File: config.mk
export PLATFORM = sky130hd
export DESIGN_NAME = layer_sequencer
export DESIGN_NICKNAME = d
export VERILOG_FILES = /design/src/rtl/nn_pkg.sv /design/src/rtl/layer_sequencer.sv
export SDC_FILE = /design/constraint.sdc
export NUM_CORES = 1
export LEC_CHECK = 0
export ABC_AREA = 1
export BUFFER_PORTS_ARGS = -buffer_cell sky130_fd_sc_hd__buf_2
export CORE_MARGIN = 2
export CORE_UTILIZATION = 30
export DETAILED_ROUTE_END_ITERATION = 8
export PLACE_DENSITY_LB_ADDON = 0.15
export SLEW_MARGIN = 5
export SYNTH_ARGS = -nofsm -noshare
export SYNTH_HDL_FRONTEND = slang
export SYNTH_SLANG_ARGS = --single-unit
File: constraint.sdc
create_clock -name clk -period 3.21 [get_ports clk]
set_input_delay 0.321 -clock clk [delete_from_list [all_inputs] [get_ports clk]]
set_output_delay 0.321 -clock clk [all_outputs]
set_load 0.01 [all_outputs]
File: src/rtl/nn_pkg.sv
// Shared neural-network constants and the layer sequencer state encoding.
package nn_pkg;

  localparam int NN_DATA_WIDTH = 16;

  typedef enum logic [2:0] {
    S_IDLE,
    S_FETCH,
    S_ISSUE,
    S_WAIT,
    S_DONE
  } seq_state_e;

endpackage

File: src/rtl/layer_sequencer.sv
// Steps one shared dot-product neuron through every row of a layer's weight memory.
// Optional LAYER_SEQ_RELU_EN clamps negative neuron results to zero on write-back.
module layer_sequencer
  import nn_pkg::*;
#(
  parameter int INPUT_WIDTH = 3,
  parameter int NUM_NEURONS = 4,
  parameter int DATA_WIDTH  = NN_DATA_WIDTH,
  localparam int AW = (NUM_NEURONS > 1) ? $clog2(NUM_NEURONS) : 1
) (
  input  logic                                     clk,
  input  logic                                     rst_n,
  input  logic                                     start,
  input  logic [INPUT_WIDTH-1:0][DATA_WIDTH-1:0]   x_in,
  output logic [AW-1:0]                            w_addr,
  input  logic [INPUT_WIDTH-1:0][DATA_WIDTH-1:0]   w_data,
  input  logic [DATA_WIDTH-1:0]                    b_data,
  output logic [INPUT_WIDTH-1:0][DATA_WIDTH-1:0]   n_a,
  output logic [INPUT_WIDTH-1:0][DATA_WIDTH-1:0]   n_w,
  output logic [DATA_WIDTH-1:0]                    n_bias,
  output logic                                     n_valid_o,
  input  logic                                     n_valid_i,
  input  logic [DATA_WIDTH-1:0]                    n_result,
  output logic                                     busy,
  output logic                                     done,
  output logic [NUM_NEURONS-1:0][DATA_WIDTH-1:0]   y_out
);

  localparam logic [AW-1:0] LAST_IDX = AW'(NUM_NEURONS - 1);

  seq_state_e                                state_q, state_d;
  logic [AW-1:0]                             idx_q, idx_d;
  logic [INPUT_WIDTH-1:0][DATA_WIDTH-1:0]    x_q, x_d;
  logic [NUM_NEURONS-1:0][DATA_WIDTH-1:0]    y_q, y_d;
  logic [DATA_WIDTH-1:0]                     wr_val;

`ifdef LAYER_SEQ_RELU_EN
  assign wr_val = n_result[DATA_WIDTH-1] ? '0 : n_result;
`else
  assign wr_val = n_result;
`endif

  always_ff @(posedge clk or negedge rst_n) begin
    if (!rst_n) begin
      state_q <= S_IDLE;
      idx_q   <= '0;
      x_q     <= '0;
      y_q     <= '0;
    end else begin
      state_q <= state_d;
      idx_q   <= idx_d;
      x_q     <= x_d;
      y_q     <= y_d;
    end
  end

  always_comb begin
    state_d = state_q;
    idx_d   = idx_q;
    x_d     = x_q;
    y_d     = y_q;
    unique case (state_q)
      S_IDLE: begin
        if (start) begin
          x_d     = x_in;
          idx_d   = '0;
          y_d     = '0;
          state_d = S_FETCH;
        end
      end
      S_FETCH: state_d = S_ISSUE;
      S_ISSUE: state_d = S_WAIT;
      // Result write and index advance share the WAIT exit edge.
      S_WAIT: begin
        if (n_valid_i) begin
          y_d[idx_q] = wr_val;
          if (idx_q == LAST_IDX) begin
            state_d = S_DONE;
          end else begin
            idx_d   = idx_q + AW'(1);
            state_d = S_FETCH;
          end
        end
      end
      S_DONE:  state_d = S_IDLE;
      default: state_d = S_IDLE;
    endcase
  end

  // Operands are zeroed outside ISSUE so reset and idle present a quiet bus.
  always_comb begin
    n_a       = '0;
    n_w       = '0;
    n_bias    = '0;
    n_valid_o = 1'b0;
    if (state_q == S_ISSUE) begin
      n_a       = x_q;
      n_w       = w_data;
      n_bias    = b_data;
      n_valid_o = 1'b1;
    end
  end

  assign w_addr = idx_q;
  assign busy   = (state_q != S_IDLE);
  assign done   = (state_q == S_DONE);
  assign y_out  = y_q;

endmodule

-- After elaboration in Yosys (flattened, before gate mapping)
Cells that the tools add are included.
- register bits after elaboration: 117
- input bits: 132
- logic and storage cells: 46
- add/subtract/negate cells: 1
- $lt $le $gt $ge: 2
- equal/unequal tests: 8
- muxes and demuxes: 18
- reduce and logical (&&, ||, !) cells: 8
- operators by type and width (cell ; count):
    $mux 64 ; 2
    $pmux 64 s2 ; 1
    $mux 48 ; 2
    $bwmux 64 ; 1
    $demux 16 s2 ; 1
    $mux 16 ; 2
    $pmux 3 s4 ; 1
    $mux 3 ; 3
    $eq 3x2->1 const B ; 2
    $mux 2 ; 3
    $ne 2x2->1 const B ; 3
    $pmux 2 s2 ; 1
    $reduce_and 2->1 ; 2
    $reduce_and 4->1 ; 1
    $eq 3x1->1 const B ; 1
    $eq 3x3->1 const B ; 1
    $logic_not 3->1 ; 1
    $lt 2x3->1 const B ; 1
    $reduce_and 3->1 ; 1
    $reduce_bool 3->1 ; 1
    $add 2x1->2 const B ; 1
    $eq 2x2->1 const B ; 1
    $ge 2x1->1 const B ; 1
    $reduce_bool 2->1 ; 1
    2 further kinds ; 2

-- Longest topological paths before layout
- depth after elaboration: 7
- gate-level depth with buffers: 9
- gate-level depth less buffers: 7

-- Worst setup path after synthesis
No wires, ideal clock.
- path type: reg2out
- from: register state_q[2]
- to: output n_bias[10]
- arrival: 1251 ps
- required time: 2889 ps
- path slack: 1637 ps
- stages on the path, launching flop included: 6
- path buffers: 2
- cells stage by stage: dfrtp_1 inv_2 nand3_1 buf_2 buf_2 nor2_1
- cells in the longest elaborated chain, start to end: 2
- ends and longest elaborated chain (element ; line ; source):
    start: declaration ; layer_sequencer.sv:31 ; seq_state_e state_q, state_d;
    start signal: assignment ; layer_sequencer.sv:50 ; state_q <= state_d;
    $eq 3x2->1 ; layer_sequencer.sv:96 ; if (state_q == S_ISSUE) begin
    $mux 16 ; layer_sequencer.sv:96 ;
    end: declaration ; layer_sequencer.sv:20 ; output logic [DATA_WIDTH-1:0] n_bias,
Every way passes these cells.

==> impl_results.md <==
- Design area: 0.008134 sq mm
- Dpl hpwl: 13.75 mm
- Std cell rows: 50
- Final period util: 78.85%
- Yosys warns: 0
- ANT cells: 0
- Crit end category: output pin
- Status: finished with violations
- Grt ovf: 0
- Reg2Reg Depth: 5
- IO buf count: 312
- Core ar.: 0.01883 sq mm
- Register area share after synthesis: 50.52%
- Maximum clock rate: 395.1 MHz
- Initial antenna violation count: 1
- CP Data Arrival Time: 2.21 ns
- Setup TNS: 0 ns
- Die X: 143.0 um
- Crit path kind: flop to output pin
- Net count, final: 1,188
- CTS tree: done
- Max clock buf depth: 2
- Final min period: 2.531 ns
- Primary FF master, synth: dfrtp_1
- Drt drc: 0
- Worst-path fanout max: 42
- FF+latch count, synth: 117
- VDD IR max: 0.0004047 V
- Max-cap violations: 0
- Vias per cell: 4.150
- Power per cell area: 956.6 mW/mm^2
- Largest net degree at the start of global routing: 65
- RSZ-0062 raised after global routing: false
- Post-synth EDFFs: 0
- R2R Path Start: state_q[1]
- Vias in the first global route: 5,159
- Clock Tree Root: clkbuf_16
- DRT Pass-1 Iters: 5
- Syn_area_per_cell: 7.697 sq um
- WL/cell: 14.03 um
- Rel. slew slack: 48.50%
- Die area: 0.02045 sq mm
- Total power: 0.007781 W
- Layout overhead on the synthesized area: 40.35%
- Hold Path Class: input port to async pin
- Pleak: 5.168 nW
- Async set-reset flop share out of synthesis: 100.0%
- Layout cells sized above 1: 35.34%
- Most numerous cell in the Yosys netlist: nor2_1
- Routed Antenna Nets: 0
- Final setup fails: 0
- Clock Skew: 0.009696 ns
- H-tree Lvls: 4
- Clk Latency, worst-skew pair: 0.41 ns
- CP Data Required Time: 2.89 ns
- Post-CTS setup buffer count: 0
- RR Endpoint: x_q[47]
- Post-Syn Instances: 753
- Die height: 143.0 um
- Slew @ Worst Pin: 0.7726 ns
- GP Congestion: 0.7653
- Post-synth top area share: 50.52%
- CP startpoint kind: flop
- Area leader, netlist: dfrtp_1
- GRT Total Usage: 17.84%
- Total Wirelength: 18.57 mm
- Clock transition at the registers of the reported paths: 0.05 ns
- Initial Utilization: 30.78%
- CTS buffer count: 17
- Synth cell types: 22
- First-pass GRT wire length: 28.21 mm
- Reg2reg setup slack: 1.27 ns
- CTS resizes: 0
- Hold_buf cts: 0
- Failing checks: hold timing
- Setup slack after layout: 0.6788 ns
- List of most frequent post-synthesis cells: nor2_1 (181), inv_1 (139), nand2_1 (128)
- Starting DRT DRC Count: 314
- Synthesized area: 0.005796 sq mm
- Top cells by area, synth: dfrtp_1 (51%), nor2_1 (12%), inv_1 (9.0%)
- Setup WS pre-CTS: 1.059 ns
- Crit path launch: state_q[2]
- Syn nets: 889
- # clock sinks: 117
- Min Hold Slack: -0.007237 ns
- Area after DPL: 0.007533 sq mm
- I/O pin count: 313
- Final Hold Violating Endpoints: 4
- Final Util: 43.20%
- Max-slew violations: 0
- Routed vias: 5,495
## worst max path at each step
stage | to | slack (ns) | cells past startpoint
finish | n_a[43] | 0.68 | 5
detailed placement | n_a[2] | 1.06 | 5
CTS | n_a[2] | 0.61 | 5
global placement | n_a[14] | 1.06 | 5
floorplan | n_bias[10] | 1.64 | 5
global route | n_a[2] | 0.49 | 5
## flip-flops by register name, indices dropped and copies added (netlist names)
name     cells
w_addr       2
x_q         48
y_out       64
state_q      3
## worst max-delay path, stage by stage, from the launching register on
cell     delay [ns]
dfrtp_1        0.44
inv_2          0.23
nand3_4        0.40
buf_4          0.42
nor2_1         0.15
buf_2          0.15
## final cells by class
cell class	count	area, sq um
timing repair buffer	321	1644
inverter	141	534.3
tap	260	325.3
clock inverter	9	126.4
fill	2007	10700
multi-input combinational	454	2102
sequential	117	2928
clock buffer	22	474.2
## through the flow
stage	hold WS (ns)	instances
2_1_floorplan	0.02541	753
3_3_place_gp	0.4518	1293
3_5_place_dp	0.4533	1293
4_1_cts	0.01742	1324
5_1_grt	0.04372	1324
6_report	-0.007237	1324
## cell families after synthesis
family	Yosys count	share of synthesized area (%)
AOI/OAI and AO/OA	52	4.491
buffers and inverters	182	13.64
DFF	117	50.52
adders and majority gates	4	0.8636
and+or+nand+nor	398	30.48
## cells in the final DEF (no fill, tap or decap), types with 2 or more instances in the layout
master,netlist,layout
a21oi_1,49,49
buf_2,19,311
buf_4,0,9
bufinv_16,0,3
clkbuf_1,10,2
clkbuf_16,0,17
clkbuf_8,0,3
clkinv_2,0,4
dfrtp_1,117,117
ha_1,4,4
inv_1,139,139
nand2_1,128,128
nand2_2,11,11
nand2_8,2,2
nand3_1,67,65
nand3_4,2,4
nand4_4,4,4
nor2_1,181,181
o21ai_0,3,3
## per-layer routing
metal / part of all wire [%] / vias to the layer above / GRT usage (%)
met5: 0.065 / - / 0
met4: 0.71 / 2 / 3.804
met3: 7.0 / 12 / 5.567
met2: 47 / 178 / 28.96
met1: 46 / 2471 / 23.48
li1: - / 2832 / -
## where the power goes
part | internal, W | total [W] | leakage (nW) | switching, W
sequential | 0.00202 | 0.00227 | 1.44 | 0.000247
clock | 0.00127 | 0.00192 | 0.296 | 0.000650
combinational | 0.00119 | 0.00359 | 3.43 | 0.00240
total | 0.00448 | 0.00778 | 5.17 | 0.00330
Power figures use the tool's default switching activity.
